[src/rtl/mem_arbiter.sv]
// Byte-serial owner of the external RAM/IO bus, shared by instruction fetch and load/store.
// Multi-byte requests are split into byte accesses; read data is assembled little-endian.
module mem_arbiter #(
    parameter int         INST_BYTES = 4,
    parameter logic [1:0] IO_HI      = 2'b11
) (
    input  logic                    clk_in,
    input  logic                    rst_in,
    input  logic                    rdy_in,
    input  logic                    clear_in,
    input  logic                    if_req,
    input  logic [31:0]             if_addr,
    output logic                    if_done,
    output logic [8*INST_BYTES-1:0] if_data,
    input  logic                    ls_req,
    input  logic                    ls_wr,
    input  logic [1:0]              ls_len,
    input  logic [31:0]             ls_addr,
    input  logic [31:0]             ls_wdata,
    output logic                    ls_done,
    output logic [31:0]             ls_rdata,
    output logic                    busy,
    input  logic [7:0]              mem_din,
    output logic [7:0]              mem_dout,
    output logic [31:0]             mem_a,
    output logic                    mem_wr,
    input  logic                    io_buffer_full
);
    localparam int DW = 8 * INST_BYTES;

    typedef enum logic [2:0] {IDLE, IF_RD, LS_RD, LS_WR, DONE} state_t;

    state_t        state, state_nx;
    logic [31:0]   base, wdata;
    logic [4:0]    len, cnt;
    logic          pend, own_if;
    logic [DW-1:0] dbuf;

    logic [4:0]  idx, ls_n;
    logic [31:0] addr;
    logic        io_stall, rd_last, wr_last, wr_go;

    // cnt counts captured (read) or issued (write) bytes; pend marks a read address
    // driven last cycle with rdy_in=1, whose byte is on mem_din now.
    always_comb begin
        idx      = cnt + 5'(pend);
        addr     = base + 32'(idx);
        io_stall = (addr[17:16] == IO_HI) && io_buffer_full;
        rd_last  = pend && (cnt == len - 5'd1);
        wr_last  = (cnt == len - 5'd1);
        wr_go    = rdy_in && !io_stall;
        case (ls_len)
            2'b00:   ls_n = 5'd1;
            2'b01:   ls_n = 5'd2;
            default: ls_n = 5'd4;
        endcase
    end

    always_ff @(posedge clk_in or negedge rst_in) begin
        if (!rst_in) state <= IDLE;
        else         state <= state_nx;
    end

    always_comb begin
        state_nx = state;
        case (state)
            IDLE: if (rdy_in) begin
                if (ls_req)                  state_nx = ls_wr ? LS_WR : LS_RD;
                else if (if_req && !clear_in) state_nx = IF_RD;
            end
            IF_RD: if (rdy_in) begin
                if (clear_in)     state_nx = IDLE;
                else if (rd_last) state_nx = DONE;
            end
            LS_RD: if (rdy_in && rd_last) state_nx = DONE;
            LS_WR: if (wr_go && wr_last)  state_nx = DONE;
            DONE:  if (rdy_in)            state_nx = IDLE;
            default:                      state_nx = IDLE;
        endcase
    end

    always_comb begin
        mem_a    = 32'd0;
        mem_dout = 8'd0;
        mem_wr   = 1'b0;
        if_done  = 1'b0;
        ls_done  = 1'b0;
        case (state)
            IF_RD, LS_RD: if (idx < len) mem_a = addr;
            LS_WR: begin
                mem_a    = addr;
                mem_dout = wdata[{cnt[1:0], 3'b000} +: 8];
                mem_wr   = wr_go;
            end
            DONE: begin
                if_done = rdy_in && own_if && !clear_in;
                ls_done = rdy_in && !own_if;
            end
            default: ;
        endcase
    end

    always_ff @(posedge clk_in or negedge rst_in) begin
        if (!rst_in) begin
            base   <= 32'd0;
            wdata  <= 32'd0;
            len    <= 5'd0;
            cnt    <= 5'd0;
            pend   <= 1'b0;
            own_if <= 1'b0;
            dbuf   <= '0;
        end else if (rdy_in) begin
            case (state)
                IDLE: if (state_nx != IDLE) begin
                    base   <= ls_req ? ls_addr : if_addr;
                    len    <= ls_req ? ls_n : 5'(INST_BYTES);
                    wdata  <= ls_wdata;
                    own_if <= !ls_req;
                    cnt    <= 5'd0;
                    pend   <= 1'b0;
                    dbuf   <= '0;
                end
                IF_RD, LS_RD: begin
                    if (pend) begin
                        for (int k = 0; k < INST_BYTES; k++)
                            if (cnt == 5'(k)) dbuf[8*k +: 8] <= mem_din;
                        cnt <= cnt + 5'd1;
                    end
                    pend <= (idx < len);
                end
                LS_WR: if (!io_stall) cnt <= cnt + 5'd1;
                default: ;
            endcase
        end else begin
            // A paused cycle's address never counts; the byte is reissued later.
            pend <= 1'b0;
        end
    end

    assign busy     = (state != IDLE);
    assign if_data  = dbuf;
    assign ls_rdata = dbuf[31:0];

endmodule

[config.mk]
export PLATFORM = sky130hd
export DESIGN_NAME = mem_arbiter
export DESIGN_NICKNAME = d
export VERILOG_FILES = /design/src/rtl/mem_arbiter.sv
export SDC_FILE = /design/constraint.sdc
export NUM_CORES = 1
export LEC_CHECK = 0
export BUFFER_PORTS_ARGS = -buffer_cell sky130_fd_sc_hd__buf_2
export CAP_MARGIN = 10
export CORE_MARGIN = 3
export CORE_UTILIZATION = 53
export CTS_BUF_LIST = sky130_fd_sc_hd__clkbuf_8
export CTS_CLUSTER_SIZE = 10
export DETAILED_ROUTE_END_ITERATION = 12
export PLACE_DENSITY = 0.91
export SYNTH_ARGS = -nofsm -noshare
export SYNTH_HDL_FRONTEND = slang
export SYNTH_SLANG_ARGS = --single-unit
[constraint.sdc]
create_clock -name clk_in -period 4.15 [get_ports clk_in]
set_clock_uncertainty 0.15 [all_clocks]
set_input_delay 0.2075 -clock clk_in [delete_from_list [all_inputs] [get_ports clk_in]]
set_output_delay 0.2075 -clock clk_in [all_outputs]
set_load 0.02 [all_outputs]
== Yosys cells after proc, flatten, opt, wreduce, memory -nomap -nowiden ==
Cells that the tools add are included.
Cells by class
  eq/ne operators: 19
  mux-type cells: 34
  reduce and logical (&&, ||, !) cells: 28
  add/sub/neg operators: 4
  shift operators: 1
  magnitude comparators: 1
Operators with widths (number)
  $mux 32: 4
  $pmux 32 s2: 2
  $mux 8: 5
  $add 32x5->32: 1
  $shiftx 32x6->8: 1
  $mux 3: 10
  $reduce_and 5->1: 5
  $mux 5: 3
  $pmux 3 s5: 1
  $pmux 5 s3: 1
  $ne 2x2->1 const B: 7
  $eq 5x2->1 const B: 2
  $logic_and 1x1->1: 9
  $reduce_bool 3->1: 3
  $eq 3x2->1 const B: 2
  $mux 1: 6
  $pmux 3 s2: 1
  $add 5x1->5: 1
  $add 5x1->5 const B: 1
  $eq 5x1->1 const B: 1
  $eq 5x5->1: 1
  $logic_not 5->1: 1
  $lt 5x5->1: 1
  $sub 5x1->5 const B: 1
  other kinds (14): 17
Word-level totals
  input port bits: 114
  bits in registers: 111
  logic and storage cells: 98
  output and inout port bits: 108

== Depth between registers and ports, before layout ==
  depth in word-level cells: 13
  depth in mapped cells: 11
  gate-level depth less buffers: 11

== Least setup slack after synthesis ==
OpenSTA, ideal clock, no wires.
  path type: reg-to-output
  start: register cnt[0]
  end: output mem_wr
  data arrival time: 2.926 ns
  data required time: 3.793 ns
  cell stages (with the launch flop): 12
  setup slack: 0.867 ns
  path buffers: 0
  cell sequence: dfrtp_1 ha_1 ha_1 nand3_1 xnor2_1 ha_1 and4_1 a21bo_2 or4_1 a21o_1 a21oi_1 nor2_1
On the way
  longest elaborated chain between the ends: 7
RTL lines
  start, declared: line 35  | logic [4:0] len, cnt;
  start signal, assigned: line 127  | cnt <= cnt + 5'd1;
  start signal, assigned: line 131  | LS_WR: if (!io_stall) cnt <= cnt + 5'd1;
  $add 5x1->5: line 46  | idx = cnt + 5'(pend);
  $add 32x5->32: line 47  | addr = base + 32'(idx);
  $eq 2x2->1: line 48  | io_stall = (addr[17:16] == IO_HI) && io_buffer_full;
  $logic_and 1x1->1: line 48
  $logic_not 1->1
  $logic_and 1x1->1: line 51  | wr_go = rdy_in && !io_stall;
  $mux 1: line 88  | case (state)
  end, declared: line 26  | output logic mem_wr,
Every way passes these cells.

== Worst setup path in the final report ==
  start: register pend
  end: output mem_wr
On the way
  longest elaborated chain between the ends: 7
RTL lines
  start, declared: line 36  | logic pend, own_if;
  start signal, assigned: line 129  | pend <= (idx < len);
  $add 5x1->5: line 46
  $add 32x5->32: line 47
  $eq 2x2->1: line 48
  $logic_and 1x1->1: line 48
  $logic_not 1->1
  $logic_and 1x1->1: line 51
  $mux 1: line 88
Every way passes these cells.

==> reports/results.ini <==
[yosys]
syn_inst=590
syn_nets=721
synth_compound_area_frac=0.05995
synth-seq-area-share=0.4110
synth_cell_types=54
yosys.area_share.simple=0.1227
synth_enable_flop_cells=0
async_flop_share=1.000
synth-xor-area-share=0.05147
synth_ff_type=dfrtp_1
synth_seq_cells=109
yosys_warnings=0
synthMuxAreaShare=0.2574
synthAdderAreaFrac=0.03318
synth.cell_area_um2=6636
synth_top_family_by_area=multiplexers
synth_area_per_cell_um2=11.25

[clock_network]
cts.sinks=109
cts-buffers-inserted=9
cts-root-buf=clkbuf_8
cts_tree=built
htree_levels=3
cts_setup_buffers=0
clkLatencyLatePin_ns=0.36
clk_path_buf_depth=2
clkTransAtPathRegs_ns=0.11

[cells_and_area]
layout.cells.non_filler=977
num-nets-final=934
area_delta_synth_final_pct=24.25
layout-drive-gt1-share=0.4851
nFillCells=952
final_cell_mix=buf_2, mux2_2, dfrtp_1
final_common_cell=buf_2

[placed_design]
dp_slack_ns=0.5757
gp_congestion=0.8141
hpwl_um=11650
io_buffers=221
placedCellCount=923

[job]
drv_cap=0

[global_route]
grt_pass1_wl_um=27270
grt.overflow.total=0
grt_start_max_net_pins=80
grt_usage=0.2373
antenna_found_initial=0
grtUsageMet1=0.2850
grt.busiest_layer=met2
met3_usage=0.03940
grt_pass1_vias=5558
gr-usage-met2=0.4330

[critical_path]
worstReg2RegStart=pend$_DFFE_PN0P_
worstSetupPathType=reg2out
critPathMaxFanout=8
worstSetupStartpointType=flop
crit_slowest_cell=or4_1
cp_common_cell=ha_1
ff2ff_setup_slack_ns=0.75
crit_arrival_ns=3.50
rr_worst_depth=11
path_cells=ha_1 -> ha_1 -> nand3_1 -> xnor2_1 -> ha_1 -> and4_1 -> a21bo_2 -> or4_1 -> a21o_1 -> a21oi_2 -> nor2_1 -> buf_2
timing.rr.end=cnt[4]$_DFFE_PN0P_
critPathRequiredTime_ns=3.79
critPathMaxStageDelay_ns=0.46
cp-end-kind=primary output

[die]
die_w_um=117.9
core.rowCount=40
die_y_um=117.9
initial_core_util=0.5479
core-area_um2=12110
die-area_um2=13900
io_pins=222

[timing]
setup_violations=0
drv_slew=0
hold_viol=0
rsz0062_at_grt=false
min_period_ns=3.862
worstMarginPinSlew_ns=1.140
fin_crit_sh=0.9306
finalSetupTns_ns=0
finalWorstSetupSlack_ns=0.2881
timing.fmax_mhz=258.9
relSlewSlack=0.2400

[hold_path]
hold_path_class=in2reg
whs_path_depth=3
min_to=base[4]$_DFFE_PN0P_
min_from=if_addr[4]

[detailed_routing]
dr_total_vias=5278
firstDrtPassIters=5
drtIter0Drc=276
avgRoutedWirePerCell_um=16.80
drc_errors=0
routed_via_density=5.402
ant_nets=0
routed_wl_um=16410

[power_and_ir_drop]
power.density_nw_per_um2=743.3
irDropWorstVdd_mv=0.5533
power.leakage_nw=3.994
fin_total_pwr_mw=6.129

[status]
status=complete, no violations

critical path: cells and delay by family, from the launching register on:
kind	cells	cell delay, ns
XOR/XNOR	1	0.18
adder cells (fa/ha/maj)	3	0.75
AO/OA/AOI/OAI	3	0.67
flip-flops	1	0.45
AND/OR/NAND/NOR	4	0.91
buffers and inverters	1	0.17
power by group:
part	total [mW]	leakage [nW]	internal (mW)	switching, mW
Sequential	1.99	1.38	1.53	0.460
Combinational	3.40	2.50	1.49	1.91
Clock	0.736	0.117	0.363	0.374
metal layers:
metal	wire length, um	vias up	part of all wire
li1	-	2478	-
met1	6547	2559	0.40
met2	8660	208	0.53
met3	904	33	0.055
met4	301	0	0.018
met5	0	-	0
registers in the layout, summed over array words and instances (netlist names):
| signal | cells |
|---|---|
| if_data | 32 |
| cnt | 5 |
| state | 3 |
| base | 32 |
| pend | 1 |
| wdata | 32 |
| len | 3 |
| own_if | 1 |
worst max path at each step:
stage	from	to	slack, ns	depth (start not counted)
2_1_floorplan	cnt[0]$_DFFE_PN0P_	mem_wr	0.87	11
3_3_place_gp	pend$_DFFE_PN0P_	mem_wr	0.65	12
3_5_place_dp	pend$_DFFE_PN0P_	mem_wr	0.58	12
4_1_cts	pend$_DFFE_PN0P_	mem_wr	0.13	12
5_1_grt	pend$_DFFE_PN0P_	mem_wr	0.07	12
6_report	pend$_DFFE_PN0P_	mem_wr	0.29	12
layout make-up:
class | instances | area [um2] | area share
Antenna cell | 1 | 2.502 | 0.0003035
Clock inverter | 6 | 95.09 | 0.01153
Timing Repair Buffer | 263 | 1529 | 0.1854
Inverter | 13 | 48.80 | 0.005918
Sequential cell | 109 | 2729 | 0.3310
Clock buffer | 10 | 137.6 | 0.01669
Tap cell | 168 | 210.2 | 0.02549
Multi-Input combinational cell | 407 | 3493 | 0.4237
kinds of logic (layout without fill, tap and decap cells):
group,count (synthesis),after routing
compound gates,55,55
xor+xnor,39,39
simple gates,157,157
buf+inv,74,292
flops,109,109
mux,139,139
other cells,0,1
fa+ha+maj,17,17
timing repair:
| action | in CTS | in global routing |
|---|---|---|
| hold endpoints to repair | 113 | 0 |
| hold buffers | 37 | 0 |
| setup endpoints to repair | 0 | 2 |
| resized for setup | 0 | 2 |
stage by stage:
stage                 util  hold WS (ns)  cell area, um2
floorplan                -       -0.2381            6636
global placement    0.6304        0.2495            7635
detailed placement  0.6304        0.2520            7635
CTS                 0.6802       0.03406            8238
global route        0.6806       0.03943            8243
finish              0.6808       0.04791            8245
cells in the mapped netlist (all sizes together) (2+ instances only):
cell,n,share of area
nand2,26,0.015
nor3,8,0.0060
a21oi,14,0.013
a21bo,2,0.0030
nand3b,2,0.0023
ha,16,0.030
buf,45,0.048
a31oi,2,0.0019
and3b,3,0.0040
inv,13,0.0074
mux4,8,0.027
mux2,128,0.23
nand3,18,0.014
o211ai,2,0.0023
o31ai,2,0.0030
or3,3,0.0028
mux2i,3,0.0045
xor2,23,0.030
o21ai,9,0.0068
o2bb2ai,2,0.0026
a21boi,2,0.0023
and2,18,0.017
nor2b,3,0.0028
o21a,3,0.0034
and3,4,0.0038
nor2,46,0.026
a211oi,5,0.0072
and4,3,0.0040
nand4b,2,0.0026
a21o,6,0.0068
nand2b,3,0.0028
a41oi,2,0.0026
xnor2,16,0.021
clkbuf,16,0.0091
nand4,11,0.010
nor3b,3,0.0034
dfrtp,109,0.41
No activity file was read; power rests on OpenSTA's default activity.
